## src/rtl/controller_genius_if.sv

```systemverilog
// Bundle between the Genius control FSM and the game datapath.
//   Status flags (datapath -> controller): end_FPGA, end_User, end_time, win, match
//   Controls     (controller -> datapath): R1, R2, E1..E4, SEL, state_o
// The master modport belongs to the controller, the slave modport to the datapath.
interface controller_genius_if;
    logic       end_FPGA;
    logic       end_User;
    logic       end_time;
    logic       win;
    logic       match;
    logic       R1;
    logic       R2;
    logic       E1;
    logic       E2;
    logic       E3;
    logic       E4;
    logic       SEL;
    logic [2:0] state_o;

    modport master (
        input  end_FPGA, end_User, end_time, win, match,
        output R1, R2, E1, E2, E3, E4, SEL, state_o
    );

    modport slave (
        output end_FPGA, end_User, end_time, win, match,
        input  R1, R2, E1, E2, E3, E4, SEL, state_o
    );
endinterface

```

## src/rtl/controller_genius.sv

```systemverilog
// Moore control FSM for the Genius (Simon) memory game.
//   CLOCK_50 : system clock, rising edge
//   reset    : synchronous, active-high
//   KEY      : active-low push buttons, KEY[p_enter_idx] is ENTER (asynchronous)
//   bus      : master side of controller_genius_if (datapath status in, resets/enables out)
module controller_genius #(
    parameter int unsigned p_key       = 4,
    parameter int unsigned p_enter_idx = 0
) (
    input  logic               CLOCK_50,
    input  logic               reset,
    input  logic [p_key-1:0]   KEY,
    controller_genius_if.master bus
);

    typedef enum logic [2:0] {
        StInit      = 3'd0,
        StSetup     = 3'd1,
        StPrep      = 3'd2,
        StPlayFpga  = 3'd3,
        StPlayUser  = 3'd4,
        StCheck     = 3'd5,
        StNextRound = 3'd6,
        StResult    = 3'd7
    } state_t;

    state_t state_q, state_d;
    logic   phase_q, phase_d;

    logic key_meta, key_sync, key_prev;
    logic enter_pulse;

    // Only the ENTER bit is consumed; the rest of the bus is reserved for the datapath.
    logic unused_key_bits;
    assign unused_key_bits = ^KEY;

    // Two-flop synchroniser plus one delay flop for falling-edge detection.
    // All three reset to 1 (released) so no spurious press follows reset.
    always_ff @(posedge CLOCK_50) begin
        if (reset) begin
            key_meta <= 1'b1;
            key_sync <= 1'b1;
            key_prev <= 1'b1;
        end else begin
            key_meta <= KEY[p_enter_idx];
            key_sync <= key_meta;
            key_prev <= key_sync;
        end
    end

    assign enter_pulse = key_prev & ~key_sync;

    always_ff @(posedge CLOCK_50) begin
        if (reset) begin
            state_q <= StInit;
            phase_q <= 1'b0;
        end else begin
            state_q <= state_d;
            phase_q <= phase_d;
        end
    end

    always_comb begin
        state_d = state_q;
        phase_d = 1'b0;
        case (state_q)
            StInit:     state_d = StSetup;
            StSetup:    if (enter_pulse) state_d = StPrep;
            StPrep:     state_d = StPlayFpga;
            StPlayFpga: if (bus.end_FPGA) state_d = StPlayUser;
            StPlayUser: begin
                // A timeout loses the round even if the last button landed together with it.
                if (bus.end_time) begin
                    state_d = StResult;
                end else if (bus.end_User) begin
                    state_d = StCheck;
                end
            end
            StCheck:    state_d = bus.match ? StNextRound : StResult;
            StNextRound: begin
                // Phase 0 pulses E4; phase 1 waits for the round counter's win flag to settle.
                if (!phase_q) begin
                    phase_d = 1'b1;
                end else begin
                    state_d = bus.win ? StResult : StPrep;
                end
            end
            StResult:   if (enter_pulse) state_d = StInit;
            default:    state_d = StInit;
        endcase
    end

    always_comb begin
        bus.R1      = 1'b0;
        bus.R2      = 1'b0;
        bus.E1      = 1'b0;
        bus.E2      = 1'b0;
        bus.E3      = 1'b0;
        bus.E4      = 1'b0;
        bus.SEL     = 1'b1;
        bus.state_o = state_q;
        case (state_q)
            StInit: begin
                bus.R1 = 1'b1;
                bus.R2 = 1'b1;
            end
            StSetup:     bus.E1 = 1'b1;
            StPrep:      bus.R2 = 1'b1;
            StPlayFpga:  bus.E3 = 1'b1;
            StPlayUser:  bus.E2 = 1'b1;
            StCheck:     ;
            StNextRound: bus.E4 = ~phase_q;
            StResult:    bus.SEL = 1'b0;
            default:     ;
        endcase
    end

endmodule
```

## src/flat_wrapper.sv

```systemverilog
// flat-port wrapper written by rule: the top's interface ports become plain ports
module controller_genius_flat 
#(
    parameter int unsigned p_key       = 4,
    parameter int unsigned p_enter_idx = 0
)
  (CLOCK_50, reset, KEY, bus_end_FPGA, bus_end_User, bus_end_time, bus_win, bus_match, bus_R1, bus_R2, bus_E1, bus_E2, bus_E3, bus_E4, bus_SEL, bus_state_o);
  controller_genius_if bus_i ();
  input  logic CLOCK_50;
  input  logic reset;
  input  logic [p_key-1:0] KEY;
  input wire logic [$bits(bus_i.end_FPGA)-1:0] bus_end_FPGA;
  input wire logic [$bits(bus_i.end_User)-1:0] bus_end_User;
  input wire logic [$bits(bus_i.end_time)-1:0] bus_end_time;
  input wire logic [$bits(bus_i.win)-1:0] bus_win;
  input wire logic [$bits(bus_i.match)-1:0] bus_match;
  output wire logic [$bits(bus_i.R1)-1:0] bus_R1;
  output wire logic [$bits(bus_i.R2)-1:0] bus_R2;
  output wire logic [$bits(bus_i.E1)-1:0] bus_E1;
  output wire logic [$bits(bus_i.E2)-1:0] bus_E2;
  output wire logic [$bits(bus_i.E3)-1:0] bus_E3;
  output wire logic [$bits(bus_i.E4)-1:0] bus_E4;
  output wire logic [$bits(bus_i.SEL)-1:0] bus_SEL;
  output wire logic [$bits(bus_i.state_o)-1:0] bus_state_o;
  assign bus_i.end_FPGA = bus_end_FPGA;
  assign bus_i.end_User = bus_end_User;
  assign bus_i.end_time = bus_end_time;
  assign bus_i.win = bus_win;
  assign bus_i.match = bus_match;
  assign bus_R1 = bus_i.R1;
  assign bus_R2 = bus_i.R2;
  assign bus_E1 = bus_i.E1;
  assign bus_E2 = bus_i.E2;
  assign bus_E3 = bus_i.E3;
  assign bus_E4 = bus_i.E4;
  assign bus_SEL = bus_i.SEL;
  assign bus_state_o = bus_i.state_o;
  controller_genius #(.p_key(p_key), .p_enter_idx(p_enter_idx)) u_core (.CLOCK_50(CLOCK_50), .reset(reset), .KEY(KEY), .bus(bus_i));
endmodule
```

## config.mk

```make
export PLATFORM = sky130hd
export DESIGN_NAME = controller_genius_flat
export DESIGN_NICKNAME = d
export VERILOG_FILES = /design/src/rtl/controller_genius_if.sv /design/src/rtl/controller_genius.sv /design/src/flat_wrapper.sv
export SDC_FILE = /design/constraint.sdc
export NUM_CORES = 1
export LEC_CHECK = 0
export CAP_MARGIN = 20
export CORE_MARGIN = 10
export CORE_UTILIZATION = 25
export CTS_CLUSTER_DIAMETER = 150
export CTS_CLUSTER_SIZE = 28
export DETAILED_ROUTE_END_ITERATION = 10
export PLACE_DENSITY = 0.57
export SLEW_MARGIN = 30
export SYNTH_ARGS = -nofsm -noshare
export SYNTH_HDL_FRONTEND = slang
export SYNTH_SLANG_ARGS = --single-unit
```

## constraint.sdc

```tcl
create_clock -name CLOCK_50 -period 2.4 [get_ports CLOCK_50]
set_input_delay 0.36 -clock CLOCK_50 [delete_from_list [all_inputs] [get_ports CLOCK_50]]
set_output_delay 0.36 -clock CLOCK_50 [all_outputs]
set_load 0.005 [all_outputs]
```

==> reports/qor.csv, run 1 <==
metric;value;unit
status;completed;
PD cells;1150;mW/mm^2
CP Launch Type;register;
Tcrit/Tclk final;84.3;%
Initial Util;26.7;%
CP max stage cell;dfxtp_1;
drt drc;0;
post-layout util;40.3;%
synthesis-to-layout area growth;51.1;%
area of the multi-input gates;235;um^2
CP peak stage delay;0.58;ns
Synth Warn #;0;
initial antenna violation count;0;
antenna-violating nets left;0;
sw frac;35.0;%
commonest non-fill, non-tap cell in the layout;clkdlybuf4s50_1;
most frequent cells in the layout;17 x clkdlybuf4s50_1, 7 x dfxtp_1, 4 x or2_2;
RSZ-0062 raised after global routing;false;
via count;374;
vias in the first global route;363;
Seq cells post-synth;7;
synthesized cell area;407;um^2
HP Class;reg -> reg;
CTS sink cnt;7;
Synth async-reset ratio;0;%
Syn Nets;57;
Ports;21;
combinational fraction of design power;57.9;%
diodes inserted;0;
DIE AREA;0.00364;mm^2
Slew Limit Fails;0;
worst IR drop on VDD;0.000429;V
first-pass GRT wire length;1640;um
CP Max Fanout;14;
Hold Crit Depth;1;
die height;60.3;um
post-route setup TNS;0;ns
hold_buf cts;0;
Wirelength per Cell;11.9;um
final WL;975;um
Fmax;494;MHz
CTS tree;built;
Hold Vio Cnt, Final;0;
power share of the sequential group;27.4;%
R2R depth;4;
sequential element share of the synthesized area;34.5;%
Synth Area per Inst;8.84;um^2
Setup Fix Bufs, Post-CTS;0;
CP top delay family;flip-flops;
H-Tree Depth;1;
post-cts sizing count;0;
overall routing resource usage;6.03;%
number of enable flip-flop cells after synthesis;0;
via density per instance;4.56;
Req. time, crit path;2.04;ns
largest net degree at the start of global routing;15;
Internal Pwr Total;0.461;mW
final setup violation count;0;
fin nets;78;
share of cells above drive strength 1;21.2;%
Cell variety after synth;26;
max-cap violations;0;
Final Critical Period;2.02;ns
core area;0.00152;mm^2
clk_skew;0.00133;ns
crit path DAT;1.66;ns
CP Depth;2;
Fill cells;170;
CTS Buffer Depth;2;
switching pwr;0.249;mW
Register Area;140;um^2
crit path kind;reg -> out;
clock share of power;14.8;%
Worst-Skew Late Latency;0.25;ns
total CTS buffers;3;
slew of the pin with the lowest slew margin;0.432;ns
LEAKAGE;0.231;nW
Slew headroom;71.2;%
# port buffers;17;
buffers and inverters on the worst path;1;
Die X;60.3;um
Main synth FF type;dfxtp_1;
Root Driver;clkbuf_4;
Cell Rows;14;
global route total overflow;0;
Final GP Congestion;0.672;
Post-Syn Instances;46;
drt pass-1 iters;4;
Worst Setup End Kind;output pin;
Worst-path clk slew;0.05;ns
Detailed Place HPWL;754;um
CP Cell Sequence;nor3b_2 > clkdlybuf4s50_1;
Iteration-0 DRC Markers;5;
-- layout make-up --
type,instances,share of cell area (%)
multi-input cells,34,38.3
repair buffers,19,30.1
flip-flops and latches,7,22.8
well taps,16,3.26
inverters,2,1.22
clock buffers,4,4.28
-- Yosys cell counts, drive strengths merged, types with 2 or more instances --
cell type / number / share of area, %
nor2: 3 / 2.8
nor3b: 2 / 4.9
inv: 2 / 1.8
o21ai: 4 / 5.8
buf: 3 / 5.8
nand2: 2 / 1.8
nor2b: 3 / 4.6
or2: 4 / 6.2
a21oi: 2 / 2.5
nand2b: 3 / 4.6
dfxtp: 7 / 34
-- metrics by stage --
step / setup slack, ns / cells / total power [mW] / hold WS, ns / cell area, um^2
finish: 0.378 / 82 / 0.710 / 0.403 / 614
global route: 0.276 / 82 / 0.777 / 0.436 / 614
CTS: 0.342 / 82 / 0.726 / 0.406 / 614
detailed placement: 0.617 / 78 / 0.615 / 0.396 / 588
global placement: 0.605 / 78 / 0.614 / 0.392 / 588
floorplan: 1.18 / 46 / 0.424 / 0.389 / 407
-- power groups by stage --
stage / sequential [mW] / combinational [mW] / clock, mW
after floorplan: 0.175 / 0.249 / 0
after global placement: 0.200 / 0.414 / 0
after detailed placement: 0.198 / 0.417 / 0
after CTS: 0.196 / 0.419 / 0.111
after global routing: 0.200 / 0.456 / 0.120
final: 0.194 / 0.410 / 0.105
-- final timing paths --
check                                  endpoint  slack [ns]                               start
max                                      bus_E2        0.38  u_core.bus.state_o[2]$_SDFFE_PP0P_
min                  u_core.key_sync$_SDFF_PP1_        0.40          u_core.key_meta$_SDFF_PP1_
max reg2reg  u_core.bus.state_o[1]$_SDFFE_PP0P_        1.05  u_core.bus.state_o[2]$_SDFFE_PP0P_
min reg2reg          u_core.key_sync$_SDFF_PP1_        0.40          u_core.key_meta$_SDFF_PP1_
-- cell families after synthesis --
| logic type | share of synthesized area, % |
|---|---|
| simple gates | 32.3 |
| xor+xnor | 2.15 |
| buf+inv | 7.69 |
| flops | 34.5 |
| mux | 5.23 |
| compound gates | 18.2 |
-- state kept, by name, summed over array words and instances (netlist names) --
signal and flops:
u_core.bus.state_o 3, u_core.key_meta 1, u_core.key_prev 1, u_core.key_sync 1
u_core.phase_q 1
-- metal layers --
layer,wire length (um),share of wire (%),global-route usage (%)
met1,394,40,5.91
met2,428,44,8.68
met3,152,16,6.68
met4,0,0,0.962
met5,0,0,0
Note: power is estimated with default switching activity, not from simulation.
==> run 2, diff against run 1 <==
==> constraint.sdc (replaced) <==
create_clock -name CLOCK_50 -period 1.9 [get_ports CLOCK_50]
set_input_delay 0.285 -clock CLOCK_50 [delete_from_list [all_inputs] [get_ports CLOCK_50]]
set_output_delay 0.285 -clock CLOCK_50 [all_outputs]
set_load 0.005 [all_outputs]
==> reports/qor.csv, run 2 (synthesis results as in run 1) <==
metric;value;unit
total power;0.942;mW
Final GP Congestion;0.690;
slew of the pin with the lowest slew margin;0.253;ns
Slew headroom;83.1;%
final setup violation count;0;
first-pass GRT wire length;1740;um
initial antenna violation count;0;
Slew Limit Fails;0;
CP max stage cell;clkdlybuf4s50_1;
clk_skew;0.00179;ns
drt drc;0;
most frequent cells in the layout;16 x clkdlybuf4s50_1, 5 x dfxtp_1, 4 x buf_4;
Ports;21;
largest net degree at the start of global routing;11;
PD cells;1460;mW/mm^2
Fmax;553;MHz
commonest non-fill, non-tap cell in the layout;clkdlybuf4s50_1;
CP Cell Sequence;buf_4 > nor3b_2 > clkdlybuf4s50_1;
Wirelength per Cell;11.9;um
global route total overflow;0;
Worst Setup End Kind;output pin;
Hold Crit Depth;1;
Iteration-0 DRC Markers;4;
CP Launch Type;register;
CTS tree;built;
Fill cells;159;
antenna-violating nets left;0;
crit path kind;reg -> out;
status;completed;
core area;0.00152;mm^2
LEAKAGE;0.266;nW
total CTS buffers;3;
via count;393;
# port buffers;17;
share of cells above drive strength 1;27.9;%
Worst-Skew Late Latency;0.24;ns
diodes inserted;0;
Setup Fix Bufs, Post-CTS;0;
Final Critical Period;1.81;ns
drt pass-1 iters;4;
CP peak stage delay;0.55;ns
reg-to-reg setup timing slack;0.69;ns
synthesis-to-layout area growth;58.5;%
fin nets;80;
hold_buf cts;0;
RSZ-0062 raised after global routing;false;
Tcrit/Tclk final;95.2;%
CTS sink cnt;7;
Detailed Place HPWL;792;um
Worst-path clk slew;0.05;ns
R2R depth;5;
Initial Util;26.7;%
max-cap violations;0;
Root Driver;clkbuf_4;
die height;60.3;um
final WL;999;um
Cell Rows;14;
max reg flops;3;
DIE AREA;0.00364;mm^2
vias in the first global route;415;
overall routing resource usage;6.32;%
crit path DAT;1.52;ns
Req. time, crit path;1.62;ns
CTS Buffer Depth;2;
HP Class;reg -> reg;
CP Max Fanout;7;
Hold Vio Cnt, Final;0;
via density per instance;4.68;
post-route setup TNS;0;ns
Die X;60.3;um
worst IR drop on VDD;0.000765;V
H-Tree Depth;1;
## run 2: changes by cell type in the layout (fill, tap and decap cells not counted), sizes merged
cell,previous run,this run
clkdlybuf4s50,17,16
buf,2,4
dlymetal6s2s,0,1
## run 2: power by group
group | internal, mW | switching (mW)
combinational | 0.350 | 0.215
sequential | 0.192 | 0.0569
clock | 0.0797 | 0.0485
## run 2: worst max-delay path: cells and delay by family (launching register included)
kind	cells	cell delay, ns
flops	1	0.36
buf+inv	2	0.70
simple gates	1	0.23
## run 2: metrics by stage
stage               hold slack (ns)  setup WS, ns  utilization [%]  instance area (um^2)  cells
finish                        0.405        0.0911             42.3                   644     84
detailed placement            0.399         0.198             39.6                   603     80
global route                  0.429        0.0189             42.3                   644     84
global placement              0.392         0.200             39.6                   603     80
CTS                           0.408        0.0141             41.4                   631     84
floorplan                     0.357         0.684                -                   407     46
## run 2: final cells by class
cell class	instances	area, um^2	share of cell area [%]
multi-input cells	34	243	37.7
flip-flops and latches	7	145	22.5
repair buffers	21	203	31.5
clock buffers	4	26.3	4.08
well taps	16	20.0	3.11
inverters	2	7.51	1.17
## run 2: what timing repair did
action,4_1_cts,5_1_grt
pin swaps,0,0
gates resized for setup,1,5
endpoints found under the setup margin,2,5
gates cloned,0,0
hold endpoints to repair,0,0
## run 2: metal layers
metal	share of wire (%)	vias up	global-route usage (%)
li1	-	206	-
met3	9.9	0	5.64
met4	0	0	0.962
met2	43	13	9.71
met5	0	-	0
met1	47	174	6.49
## run 2: worst paths after layout
| check | startpoint | end |
|---|---|---|
| worst max-delay path | u_core.bus.state_o[0]$_SDFFE_PP0P_ | bus_E2 |
| worst min-delay path | u_core.key_meta$_SDFF_PP1_ | u_core.key_sync$_SDFF_PP1_ |
| worst max register to register | u_core.bus.state_o[0]$_SDFFE_PP0P_ | u_core.bus.state_o[1]$_SDFFE_PP0P_ |
| worst min register to register | u_core.key_meta$_SDFF_PP1_ | u_core.key_sync$_SDFF_PP1_ |
==> RTL change, RTL diff (flow settings as in run 2) <==
Register the input `KEY` before use, without a reset. The logic sees it one clock later. The other inputs are not delayed to match.
--- a/src/rtl/controller_genius.sv
+++ b/src/rtl/controller_genius.sv
@@ -26,2 +26,8 @@
 
+    logic [p_key-1:0] KEY_q;
+
+    always_ff @(posedge CLOCK_50) begin
+        KEY_q <= KEY;
+    end
+
     state_t state_q, state_d;
@@ -34,3 +40,3 @@
     logic unused_key_bits;
-    assign unused_key_bits = ^KEY;
+    assign unused_key_bits = ^KEY_q;
 
@@ -44,3 +50,3 @@
         end else begin
-            key_meta <= KEY[p_enter_idx];
+            key_meta <= KEY_q[p_enter_idx];
             key_sync <= key_meta;
Behaviour: not the same (Yosys sat finds a counterexample within 4 cycles, from zero or initial values and one cycle with reset high).
==> RTL change against run 2 <==
Wire length grew 1.7%; sequential power shrank 8%; design area shrank 3.5%; power decreased by 25%; largest cell class unchanged; count of clock-buffer cells in the layout shrank 1; utilization down 1.5 points; sequential cell count increased by 1; area after synthesis up 0.62%; largest power group unchanged; cell count is 1.2% lower; die area rose by 0.41%; setup slack better by 67 ps.
==> RTL change: results (changes against run 2) <==
Worst setup path
  • Peak fanout along the critical path: 6 (-1)
  • Worst r2r path cells: 5 (unchanged)
  • CP max-delay cell: clkdlybuf4s50_1
  • Worst setup EP type: output pin
  • Largest delay share family, worst path: buffers and inverters
  • Critical Path AT: 1460 ps (-60 ps)
  • CP peak stage delay: 530 ps (-20 ps)

Power
  • Static Leak: 0.2337 nW (-12%)
  • Worst IR Drop VDD: 524.8 uV (-31%)

Synth
  • Syn Nets: 58 (+1.8%)
  • Sequential area share after synthesis: 39.14% (+4.7 points)
  • Area contributors post-synth: dfxtp_1, nor3_2, or2_2
  • Top post-synthesis cells by count: dfxtp_1, nor2_1, nand2_1, nor3_1, or2_2
  • Synth cell types: 29 (+12%)
  • Yosys warns: 0 (unchanged)
  • Async SR Flop Fraction: 0% (unchanged)

Hold path
  • Hold path depth: 1 (unchanged)
  • Worst Hold Class: reg -> reg

Route
  • WL per Instance: 12.24 um (+2.9%)
  • DR vias: 397 (+1.0%)
  • Initial DRT Pass Iterations: 4 (unchanged)
  • 1st-iter DRT viols: 3 (-1)

GRT
  • Total GRT Usage: 6.164% (-0.16 points)
  • Initial antenna violation count: 0 (unchanged)
  • Largest net degree at the start of global routing: 10 (-1)
  • Vias in the first global route: 406 (-2.2%)
  • First-pass GRT wire length: 1.773 mm (+2.0%)

Clock network
  • Worst-Skew Late Latency: 240 ps (about the same)
  • # H-tree levels: 1 (unchanged)
  • Worst-path clk slew: about 60 ps
  • Clk buf depth: 2 (unchanged)
  • Num CTS Buffers: 3 (unchanged)
  • Postcts setup bufs: 0 (unchanged)
  • Clk root buf: clkbuf_4

Status
  • Status: complete, no violations

Placement
  • DP Area: 598.1 um2 (-0.83%)
  • Placed wire-length estimate: 828.5 um (+4.7%)
  • # port buffers: 17 (unchanged)
  • Placer Congestion: 0.7869 (+14%)

STA
  • Worst slew pin tran: 284.5 ps (+31.93 ps)
  • Worst Skew: 4.750 ps (+2.960 ps)
  • Number of setup violations in the final report: 0 (unchanged)

Finish
  • Max reg flops: 3 (unchanged)
  • Share of post-route cells with drive strength above 1: 23.88% (-4.1 points)
  • Final #Nets: 80 (unchanged)
  • # diodes: 0 (unchanged)
[RTL change: stage by stage]
step | setup WS [ps] | instances | hold WS (ps)
after floorplan | 813.5 | 47 | 312.7
after global placement | 367.8 | 80 | 391.7
after detailed placement | 370.1 | 80 | 400.7
after CTS | 92.67 | 83 | 413.0
after global routing | 40.08 | 83 | 423.4
final | 157.7 | 83 | 410.5
[RTL change: final timing paths]
path                         startpoint                    end  slack (ps)
setup / recovery  u_core.bus.state_o[0]                 bus_R1         160
hold / removal          u_core.key_meta        u_core.key_sync         410
setup reg to reg  u_core.bus.state_o[2]  u_core.bus.state_o[0]         640
hold reg to reg         u_core.key_meta        u_core.key_sync         410
[RTL change: kinds of logic after synthesis]
| group | share of synthesized area [%] |
|---|---|
| and+or+nand+nor | 27.52 |
| AOI/OAI and AO/OA | 21.72 |
| DFF | 39.14 |
| buffers and inverters | 9.173 |
| muxes | 2.447 |
[RTL change: metal layers]
layer / part of all wire [%] / wire (um) / up-vias / track usage (%)
met5: 0 / 0 / - / 0
met2: 42 / 425 / 12 / 8.382
met4: 0 / 0 / 0 / 1.881
met1: 48 / 491 / 174 / 7.386
li1: - / - / 211 / -
met3: 9.7 / 99 / 0 / 4.593
[RTL change: final cells by class]
| cell class | instances | area [um2] |
|---|---|---|
| clock buffers | 3 | 22.52 |
| fillers | 158 | 902.1 |
| inverters | 3 | 13.76 |
| multi-input cells | 33 | 211.5 |
| flip-flops and latches | 8 | 161.4 |
| well taps | 16 | 20.02 |
| repair buffers | 20 | 192.7 |
[RTL change: power by group]
part | switching, W | leakage, nW | internal (W)
clock | 0.0000526 | 0.0138 | 0.0000720
sequential | 0.0000350 | 0.0662 | 0.000195
combinational | 0.000145 | 0.154 | 0.000207
total | 0.000232 | 0.234 | 0.000473
[RTL change: timing repair]
action,CTS,global route
endpoints found under the setup margin,0,1
gates resized for setup,0,1
hold endpoints to repair,0,0
hold buffers,0,0
